<file path="src/rtl/multi_alarm_ctrl.sv">
// multi_alarm_ctrl: N-channel alarm controller for the math alarm clock.
// Stores NUM_ALARMS alarm times with per-channel enables, edited through the
// set switch and keys. Each channel is compared against the running clock time
// and drives one ring output plus the id of the channel that fired.
// Optional feature macro: SNOOZE_EN adds the snooze port and SNOOZE state.
module multi_alarm_ctrl #(
    parameter int NUM_ALARMS = 4,
    parameter int SEL_W      = 2,
    parameter int HR_W       = 4,
    parameter int HR_FIRST   = 1,
    parameter int HR_LAST    = 12,
    parameter int SNOOZE_MIN = 5
) (
    input  logic                  clock,
    input  logic                  reset,
    input  logic                  alarm_set,
    input  logic [SEL_W-1:0]      sel,
    input  logic                  hr_key,
    input  logic                  min_key,
    input  logic                  en_key,
    input  logic [HR_W-1:0]       clock_hr,
    input  logic [5:0]            clock_min,
    input  logic                  alarm_off,
`ifdef SNOOZE_EN
    input  logic                  snooze,
`endif
    output logic [HR_W-1:0]       alarm_hr,
    output logic [5:0]            alarm_min,
    output logic [NUM_ALARMS-1:0] alarm_en,
    output logic                  alarm,
    output logic [SEL_W-1:0]      active_id
);

    localparam logic [1:0] IDLE   = 2'd0;
    localparam logic [1:0] RING   = 2'd1;
`ifdef SNOOZE_EN
    localparam logic [1:0] SNOOZE = 2'd2;
`endif

    // Reject configurations the channel select or snooze arithmetic cannot represent.
    if (NUM_ALARMS < 1 || NUM_ALARMS > 16 || (1 << SEL_W) < NUM_ALARMS ||
        SNOOZE_MIN < 1 || SNOOZE_MIN > 59) begin : g_param_check
        $error("multi_alarm_ctrl: illegal parameter combination");
    end

    logic [HR_W-1:0]       hr_q [NUM_ALARMS];
    logic [5:0]            min_q [NUM_ALARMS];
    logic [NUM_ALARMS-1:0] en_q;
    logic [NUM_ALARMS-1:0] fired_q;
    logic [NUM_ALARMS-1:0] fired_d;
    logic [1:0]            state_q;
    logic [SEL_W-1:0]      active_q;
    logic                  hr_key_q;
    logic                  min_key_q;
    logic                  en_key_q;
    logic                  off_q;
    logic [5:0]            min_prev_q;
    logic                  hr_edge;
    logic                  min_edge;
    logic                  en_edge;
    logic                  off_edge;
    logic                  edit_ok;
    logic                  dismiss;
    logic                  match_any;
    logic [SEL_W-1:0]      match_id;
    logic [31:0]           sel_ext;

    assign sel_ext  = 32'(sel);
    assign hr_edge  = hr_key & ~hr_key_q;
    assign min_edge = min_key & ~min_key_q;
    assign en_edge  = en_key & ~en_key_q;
    assign off_edge = alarm_off & ~off_q;
    assign edit_ok  = alarm_set && (state_q == IDLE);
    assign dismiss  = off_edge && (state_q != IDLE);

`ifdef SNOOZE_EN
    logic            snooze_q;
    logic            snooze_edge;
    logic [6:0]      snz_sum;
    logic            snz_carry;
    logic [5:0]      snz_min_d;
    logic [HR_W-1:0] snz_hr_d;
    logic [5:0]      tgt_min_q;
    logic [HR_W-1:0] tgt_hr_q;

    assign snooze_edge = snooze & ~snooze_q;
    assign snz_sum     = {1'b0, clock_min} + 7'(SNOOZE_MIN);
    assign snz_carry   = (snz_sum >= 7'd60);

    // Snooze target is the current time plus SNOOZE_MIN, carrying into the hour on minute wrap.
    always_comb begin
        snz_min_d = snz_carry ? 6'(snz_sum - 7'd60) : snz_sum[5:0];
        snz_hr_d  = clock_hr;
        if (snz_carry) begin
            snz_hr_d = (clock_hr == HR_W'(HR_LAST)) ? HR_W'(HR_FIRST) : clock_hr + HR_W'(1);
        end
    end
`endif

    // Lowest-index enabled, not-yet-fired channel whose time equals the clock.
    always_comb begin
        match_any = 1'b0;
        match_id  = '0;
        for (int i = NUM_ALARMS - 1; i >= 0; i--) begin
            if (en_q[i] && !fired_q[i] && (hr_q[i] == clock_hr) && (min_q[i] == clock_min)) begin
                match_any = 1'b1;
                match_id  = SEL_W'(i);
            end
        end
    end

    // Fired flags reset on every minute change; a dismissed channel is marked so it cannot re-ring this minute.
    always_comb begin
        fired_d = (clock_min != min_prev_q) ? '0 : fired_q;
        for (int i = 0; i < NUM_ALARMS; i++) begin
            if (dismiss && (32'(active_q) == i)) begin
                fired_d[i] = 1'b1;
            end
        end
    end

    // Expose the selected channel's time; out-of-range selects read back as zero.
    always_comb begin
        alarm_hr  = '0;
        alarm_min = '0;
        for (int i = 0; i < NUM_ALARMS; i++) begin
            if (sel_ext == i) begin
                alarm_hr  = hr_q[i];
                alarm_min = min_q[i];
            end
        end
    end

    // Channel storage, key edge detectors, fired tracking and the ring state machine.
    always_ff @(posedge clock) begin
        if (reset) begin
            for (int i = 0; i < NUM_ALARMS; i++) begin
                hr_q[i]  <= HR_W'(HR_FIRST);
                min_q[i] <= '0;
            end
            en_q       <= '0;
            fired_q    <= '0;
            state_q    <= IDLE;
            active_q   <= '0;
            hr_key_q   <= 1'b0;
            min_key_q  <= 1'b0;
            en_key_q   <= 1'b0;
            off_q      <= 1'b0;
            min_prev_q <= '0;
`ifdef SNOOZE_EN
            snooze_q   <= 1'b0;
            tgt_min_q  <= '0;
            tgt_hr_q   <= '0;
`endif
        end else begin
            hr_key_q   <= hr_key;
            min_key_q  <= min_key;
            en_key_q   <= en_key;
            off_q      <= alarm_off;
            min_prev_q <= clock_min;
            fired_q    <= fired_d;
`ifdef SNOOZE_EN
            snooze_q   <= snooze;
`endif
            for (int i = 0; i < NUM_ALARMS; i++) begin
                if (edit_ok && (sel_ext == i)) begin
                    if (hr_edge) begin
                        hr_q[i] <= (hr_q[i] == HR_W'(HR_LAST)) ? HR_W'(HR_FIRST) : hr_q[i] + HR_W'(1);
                    end
                    if (min_edge) begin
                        min_q[i] <= (min_q[i] == 6'd59) ? 6'd0 : min_q[i] + 6'd1;
                    end
                    if (en_edge) begin
                        en_q[i] <= ~en_q[i];
                    end
                end
            end
            case (state_q)
                IDLE: begin
                    if (!alarm_set && match_any) begin
                        state_q  <= RING;
                        active_q <= match_id;
                    end
                end
                RING: begin
                    if (off_edge) begin
                        state_q <= IDLE;
`ifdef SNOOZE_EN
                    end else if (snooze_edge) begin
                        state_q   <= SNOOZE;
                        tgt_min_q <= snz_min_d;
                        tgt_hr_q  <= snz_hr_d;
`endif
                    end
                end
`ifdef SNOOZE_EN
                SNOOZE: begin
                    if (off_edge) begin
                        state_q <= IDLE;
                    end else if ((clock_hr == tgt_hr_q) && (clock_min == tgt_min_q)) begin
                        state_q <= RING;
                    end
                end
`endif
                default: state_q <= IDLE;
            endcase
        end
    end

    assign alarm     = (state_q == RING);
    assign active_id = active_q;
    assign alarm_en  = en_q;

endmodule

</file>
<file path="config.mk">
export PLATFORM = sky130hd
export DESIGN_NAME = multi_alarm_ctrl
export DESIGN_NICKNAME = d
export VERILOG_FILES = /design/src/rtl/multi_alarm_ctrl.sv
export SDC_FILE = /design/constraint.sdc
export NUM_CORES = 1
export LEC_CHECK = 0
export CAP_MARGIN = 20
export CORE_ASPECT_RATIO = 1.4
export CORE_MARGIN = 8
export CORE_UTILIZATION = 41
export DETAILED_ROUTE_END_ITERATION = 8
export PLACE_DENSITY_LB_ADDON = 0.2
export SLEW_MARGIN = 20
export SYNTH_ARGS = -nofsm -noshare
export SYNTH_HDL_FRONTEND = slang
export SYNTH_SLANG_ARGS = --single-unit
</file>
<file path="constraint.sdc">
create_clock -name clock -period 2.3 [get_ports clock]
set_input_delay 0.575 -clock clock [delete_from_list [all_inputs] [get_ports clock]]
set_output_delay 0.575 -clock clock [all_outputs]
set_load 0.01 [all_outputs]
</file>
==> metrics.md, run 1 <==
| Metric | Value |
|---|---|
| Maximum root-to-sink buffer count | `2` |
| Unique cell type count in the Yosys netlist | `41` |
| Mapped Cells | `354` |
| Port bufs | `35` |
| Clk slew on worst S/H paths | `approximately 50 ps` |
| Synth-to-Final Area Change | `34.2%` |
| Number of cells on the critical path | `4` |
| Ys Warns | `0` |
| Worst Path Arrival | `between 1500 and 2000 ps` |
| Min cycle time layout | `roughly 2200 ps` |
| Placer Congestion | `0.863` |
| Syn_nets | `385` |
| CP Max Fanout | `6` |
| Main synth FF type | `edfxtp_1` |
| WL final | `9980 µm` |
| VDD IR max | `0.463 mV` |
| Antenna violations before repair | `0` |
| Largest net degree at the start of global routing | `17` |
| Unrepaired setup endpoints after global routing | `no` |
| Clock Latency Late Sink | `330 ps` |
| Power per Cell Area | `625 mW/mm²` |
| Crit-path cells | `buf_2 -> bufbuf_16 -> mux4_2 -> buf_6` |
| Crit share post-route | `~94%` |
| Crit path capture type | `output pin` |
| Max-slew violations | `0` |
| Post-route antenna net violation count | `0` |
| First-pass GRT wire length | `16100 µm` |
| Number of synthesized flops with an enable pin | `40` |
| Slew @ Worst Pin | `about 790 ps` |
| Gr usage total | `approximately 17%` |
| Initial Util | `41.5%` |
| Die Y | `128 µm` |
| Drt wl/cell | `around 18 µm` |
| Pleak | `1.94 nW` |
| R2r worst-path depth | `5` |
| CTS sink count | `61` |
| DRC viols | `0` |
| Root Driver | `clkbuf_16` |
| Fin worst setup slack | `130 ps` |
| CP peak stage delay | `500 ps` |
| Crit path max-delay family | `buffers and inverters` |
| TritonCTS clock tree | `yes` |
| NumNets Final | `approximately 490` |
| GRT Residual Overflow | `0` |
| WP data required | `1730 ps` |
| Final setup vio count | `0` |
| Worst setup SP type | `input pin` |
| Outcome | `finished, final reports clean` |
| Vias in the first global route | `about 3.2k` |
| R2r setup slk | `430 ps` |
| Crit path max-delay cell type | `mux4_2` |
| DIE AREA | `0.0124 mm²` |
| Clock Skews | `approximately 6.4 ps` |
| Via density | `5.28` |
| DR iter-0 viols | `125` |
| Post-synthesis cell area | `0.00370 mm²` |
| Number of I/O pins | `36` |
| Seq/Total Area, Yosys | `43.8%` |
| FP Rows | `41` |
| FF+latch count, synth | `between 60 and 70` |
| Rel. slew slack | `46.6%` |
| Hold depth | `2` |
| Layout cells sized above 1 | `23.4%` |
| Final core utilization | `55.7%` |
| Critical path type | `in -> out` |
| Hold Path Class | `reg -> reg` |
| Via count | `around 3k` |
| Ant diodes | `0` |
| Avg Inst Size Synth | `10.5 µm²` |
| Dominant cell type by area after synthesis | `edfxtp_1` |
| Hold buffers post-CTS | `0` |
| Hold_ws | `461 ps` |
| DRT Pass-1 Iters | `5` |
| CTS buffer count | `9` |
| Worst slack, placed | `-583 ps` |
| CP bufs+invs | `3` |
| Synth area leaders | `edfxtp_1 32%, dfxtp_1 11%, xnor2_1 11%` |
| Chip Width | `96.3 µm` |
| Setup TNS | `0 ps` |
| Post-synth top area share | `32.4%` |
| Final Hold Fails | `0` |
| DP Wirelength | `between 7000 and 8000 µm` |
| Max-Cap Viols | `0` |
| Core ar. | `0.00893 mm²` |
| FFs w/ async S/R, synth | `0%` |
| Fmax | `between 400 and 500 MHz` |
| Htree depth | `3` |
metrics by stage:
step                      instance area, µm²  cells  power, mW
after global placement                  4650    551       1.71
after global routing                    4970    569       3.23
final                                   4970    569       3.11
after CTS                               4970    569       3.14
after floorplan                         3700    354       1.50
after detailed placement                4650    551       1.72
cell usage after synthesis (all sizes together) (2+ instances only):
library cell  instances
nor2                 47
a31oi                 3
nand2                16
nor3b                 3
nor2b                18
buf                   9
inv                  12
a21o                  6
xor2                 27
dfxtp                21
a21oi                 4
mux4                 10
clkbuf                2
nand3                21
edfxtp               40
xnor2                47
nand4b                2
and3                  5
ha                   12
nor3                 10
nand2b                6
nor4                  4
nand4                13
o21bai                2
o311ai                2
logic make-up (layout without fill, tap and decap cells):
family / after synthesis / count (layout) / share of synthesized area [%]
compound gates: 25 / 25 / 5.07
xor+xnor: 74 / 74 / 17.5
fa+ha+maj: 12 / 12 / 4.05
buf+inv: 23 / 131 / 2.87
flops: 61 / 61 / 43.8
mux: 10 / 10 / 6.08
simple gates: 149 / 149 / 20.7
layer usage:
layer / GRT usage, % / wire length (µm) / vias to the layer above
met5: 0 / 0 / -
met4: 6.98 / 198 / 0
met3: 4.02 / 381 / 15
met2: 29.7 / 5240 / 73
met1: 19.8 / 4160 / 1451
li1: - / - / 1465
layout make-up:
type	count	area, µm²
clock buffers	13	304
repair buffers	103	871
fillers	812	3950
multi-input cells	270	1980
clock inverters	3	20.0
inverters	12	45.0
flip-flops and latches	61	1620
well taps	107	134
state kept, by name, summed over array words and instances, names as in the netlist:
signal / flops
min_q: 24
hr_q: 16
min_prev_q: 6
alarm_en: 4
fired_q: 4
active_id: 2
en_key_q: 1
hr_key_q: 1
min_key_q: 1
off_q: 1
state_q: 1
worst register-to-register path, stage by stage, from the launching register on:
cell and delay, ps:
edfxtp_1 370, buf_4 140, ha_1 220, nand2_1 80, o311ai_1 660, nor2_1 120
power by group:
part           switching, mW  total (mW)  internal, mW
combinational          0.219       0.452         0.233
sequential            0.0352        1.25          1.21
clock                  0.483        1.41         0.926
total                  0.737        3.11          2.37
cell usage in the layout (no fill, tap or decap), drive strengths merged, types with 2 or more instances in the layout:
cell type,instances
nand2,16
clkbuf,13
nor2,47
inv,13
xor2,27
nand2b,6
ha,12
nand4,13
mux4,10
a31oi,3
o21bai,2
nor3b,3
nand4b,2
a21oi,4
nor3,10
and3,5
nand3,21
edfxtp,40
o311ai,2
a21o,6
clkdlybuf4s50,23
clkinv,2
buf,78
dfxtp,21
nor2b,18
nor4,4
xnor2,47
final timing paths:
path,startpoint,endpoint
worst min register to register,fired_q[3]$_SDFFE_PP0P_,fired_q[3]$_SDFFE_PP0P_
worst max-delay path,sel[1],alarm_hr[3]
worst min-delay path,fired_q[3]$_SDFFE_PP0P_,fired_q[3]$_SDFFE_PP0P_
worst max register to register,min_q[2][0]$_SDFFCE_PP0P_,min_q[2][2]$_SDFFCE_PP0P_
what timing repair did:
item / CTS / global route
resized for setup: 46 / 2
cloned: 1 / 0
setup endpoints to repair: 10 / 1
buffers inserted: 1 / 0
pin swaps: 0 / 0
(Power assumes the default switching activity.)
==> inputs of run 2 (changes only) <==
Settings changed: CAP_MARGIN 20 to not set, CORE_ASPECT_RATIO 1.4 to not set, PLACE_DENSITY set to 0.71, PLACE_DENSITY_LB_ADDON 0.2 to not set.
==> metrics.md, run 2 (synthesized netlist as in run 1, its figures left out) <==
| Metric | Value |
|---|---|
| Via count | `3080` |
| CTS buffer count | `9` |
| Fmax | `438 MHz` |
| Gr usage total | `between 10% and 20%` |
| Final setup vio count | `0` |
| DP Wirelength | `between 7000 and 8000 µm` |
| Fillers | `759` |
| Storage cell area | `around 0.0016 mm²` |
| Total power | `2.72 mW` |
| TritonCTS clock tree | `yes` |
| Crit share post-route | `99.4%` |
| NumNets Final | `476` |
| Crit path capture type | `output pin` |
| DRT Pass-1 Iters | `4` |
| Htree depth | `3` |
| Final Hold Fails | `0` |
| DIE AREA | `around 0.012 mm²` |
| Critical path type | `in -> out` |
| Vias in the first global route | `around 3.2k` |
| Largest net degree at the start of global routing | `17` |
| Max-slew violations | `0` |
| DRC viols | `0` |
| Fin worst setup slack | `14.5 ps` |
| CP Max Fanout | `5` |
| Hold buffers post-CTS | `0` |
| Worst Path Arrival | `between 1500 and 2000 ps` |
| Commonest non-fill, non-tap cells in the layout | `54 x buf_4, 47 x xnor2_1, 47 x nor2_1` |
| Ant diodes | `0` |
| Min-delay src | `fired_q[3]$_SDFFE_PP0P_` |
| First-pass GRT wire length | `16500 µm` |
| Worst setup SP type | `input pin` |
| Biggest register | `min_q` |
| Maximum root-to-sink buffer count | `2` |
| Post-route antenna net violation count | `0` |
| Clk slew on worst S/H paths | `70 ps` |
| Die Y | `111 µm` |
| Slew @ Worst Pin | `between 700 and 800 ps` |
| Outcome | `finished, final reports clean` |
| Via density | `5.52` |
| Placed cell count | `approximately 540` |
| CP startpoint | `sel[1]` |
| Synth-to-Final Area Change | `29.2%` |
| Rel. slew slack | `45.9%` |
| Placer Congestion | `0.896` |
| DR iter-0 viols | `211` |
| GRT Residual Overflow | `0` |
| FP Rows | `34` |
| Port bufs | `35` |
| Drt wl/cell | `18.1 µm` |
| Top flop regs | `min_q x24, hr_q x16, min_prev_q x6` |
| Layout cells sized above 1 | `20.2%` |
| Chip Width | `111 µm` |
| WP data required | `1730 ps` |
| WL final | `10100 µm` |
| Antenna violations before repair | `0` |
| VDD IR max | `0.234 mV` |
| Worst r2r src | `min_q[2][0]$_SDFFCE_PP0P_` |
| Clock Latency Late Sink | `between 300 and 400 ps` |
| Finished Cell Area | `0.00479 mm²` |
| Power per Cell Area | `569 mW/mm²` |
| Core ar. | `a little under 0.009 mm²` |
| Max reg flops | `24` |
| Most common cell after layout, fill and taps aside | `buf_4` |
| Clock Skews | `8.41 ps` |
| Worst slack, placed | `-609 ps` |
| Unrepaired setup endpoints after global routing | `yes` |
| Initial Util | `42.3%` |
| Multi-input gate area | `0.00198 mm²` |
| CTS sink count | `61` |
| Placed cell area | `0.00455 mm²` |
| Pleak | `1.83 nW` |
| Min cycle time layout | `2290 ps` |
| Max-Cap Viols | `0` |
| Hold Path Class | `reg -> reg` |
| Root Driver | `clkbuf_8` |
| Fin cells | `558` |
| Number of I/O pins | `36` |
-- run 2: worst max-delay path, cell delays in order --
cell and delay, ps:
clkdlybuf4s15_2 220, bufbuf_16 280, mux4_2 480, buf_2 150
-- run 2: report_power, final --
part | total, mW | internal [mW] | switching (mW) | leakage [nW]
Sequential | 1.24 | 1.21 | 0.0355 | 0.574
Combinational | 0.440 | 0.221 | 0.218 | 1.14
Clock | 1.04 | 0.594 | 0.444 | 0.115
-- run 2: repair_timing --
action,4_1_cts,5_1_grt
setup endpoints to repair,10,3
endpoints found under the hold margin,0,0
resized for setup,26,2
setup buffers,0,0
gates cloned,1,0
-- run 2: area by class of cell --
| cell class | count | share of cell area (%) |
|---|---|---|
| multi-input combinational | 270 | 41.3 |
| sequential | 61 | 33.9 |
| timing repair buffer | 91 | 16.5 |
| clock buffer | 11 | 3.40 |
| tap | 108 | 2.82 |
| clock inverter | 5 | 1.15 |
| inverter | 12 | 0.941 |
-- run 2: worst paths after layout --
| kind | end | slack [ps] | depth (start not counted) |
|---|---|---|---|
| hold reg to reg | fired_q[3]$_SDFFE_PP0P_ | 470 | 2 |
| setup / recovery | alarm_min[2] | 10 | 4 |
| hold / removal | fired_q[3]$_SDFFE_PP0P_ | 470 | 2 |
| setup reg to reg | min_q[2][3]$_SDFFCE_PP0P_ | 440 | 5 |
-- run 2: per-layer routing --
layer / up-vias / wire length [µm] / share of wire [%] / track usage (%)
met1: 1517 / 4110 / 41 / 19.5
li1: 1438 / - / - / -
met4: 0 / 227 / 2.2 / 7.20
met5: - / 0 / 0 / 0
met2: 105 / 5140 / 51 / 28.7
met3: 20 / 636 / 6.3 / 3.52
-- run 2: stage by stage --
| step | util (%) | hold slack [ps] | TNS, ps |
|---|---|---|---|
| after floorplan | - | 432 | 0 |
| after global placement | 52.0 | 445 | -7190 |
| after detailed placement | 52.0 | 458 | -12600 |
| after CTS | 54.7 | 469 | 0 |
| after global routing | 54.6 | 504 | -9.64 |
| final | 54.6 | 465 | 0 |
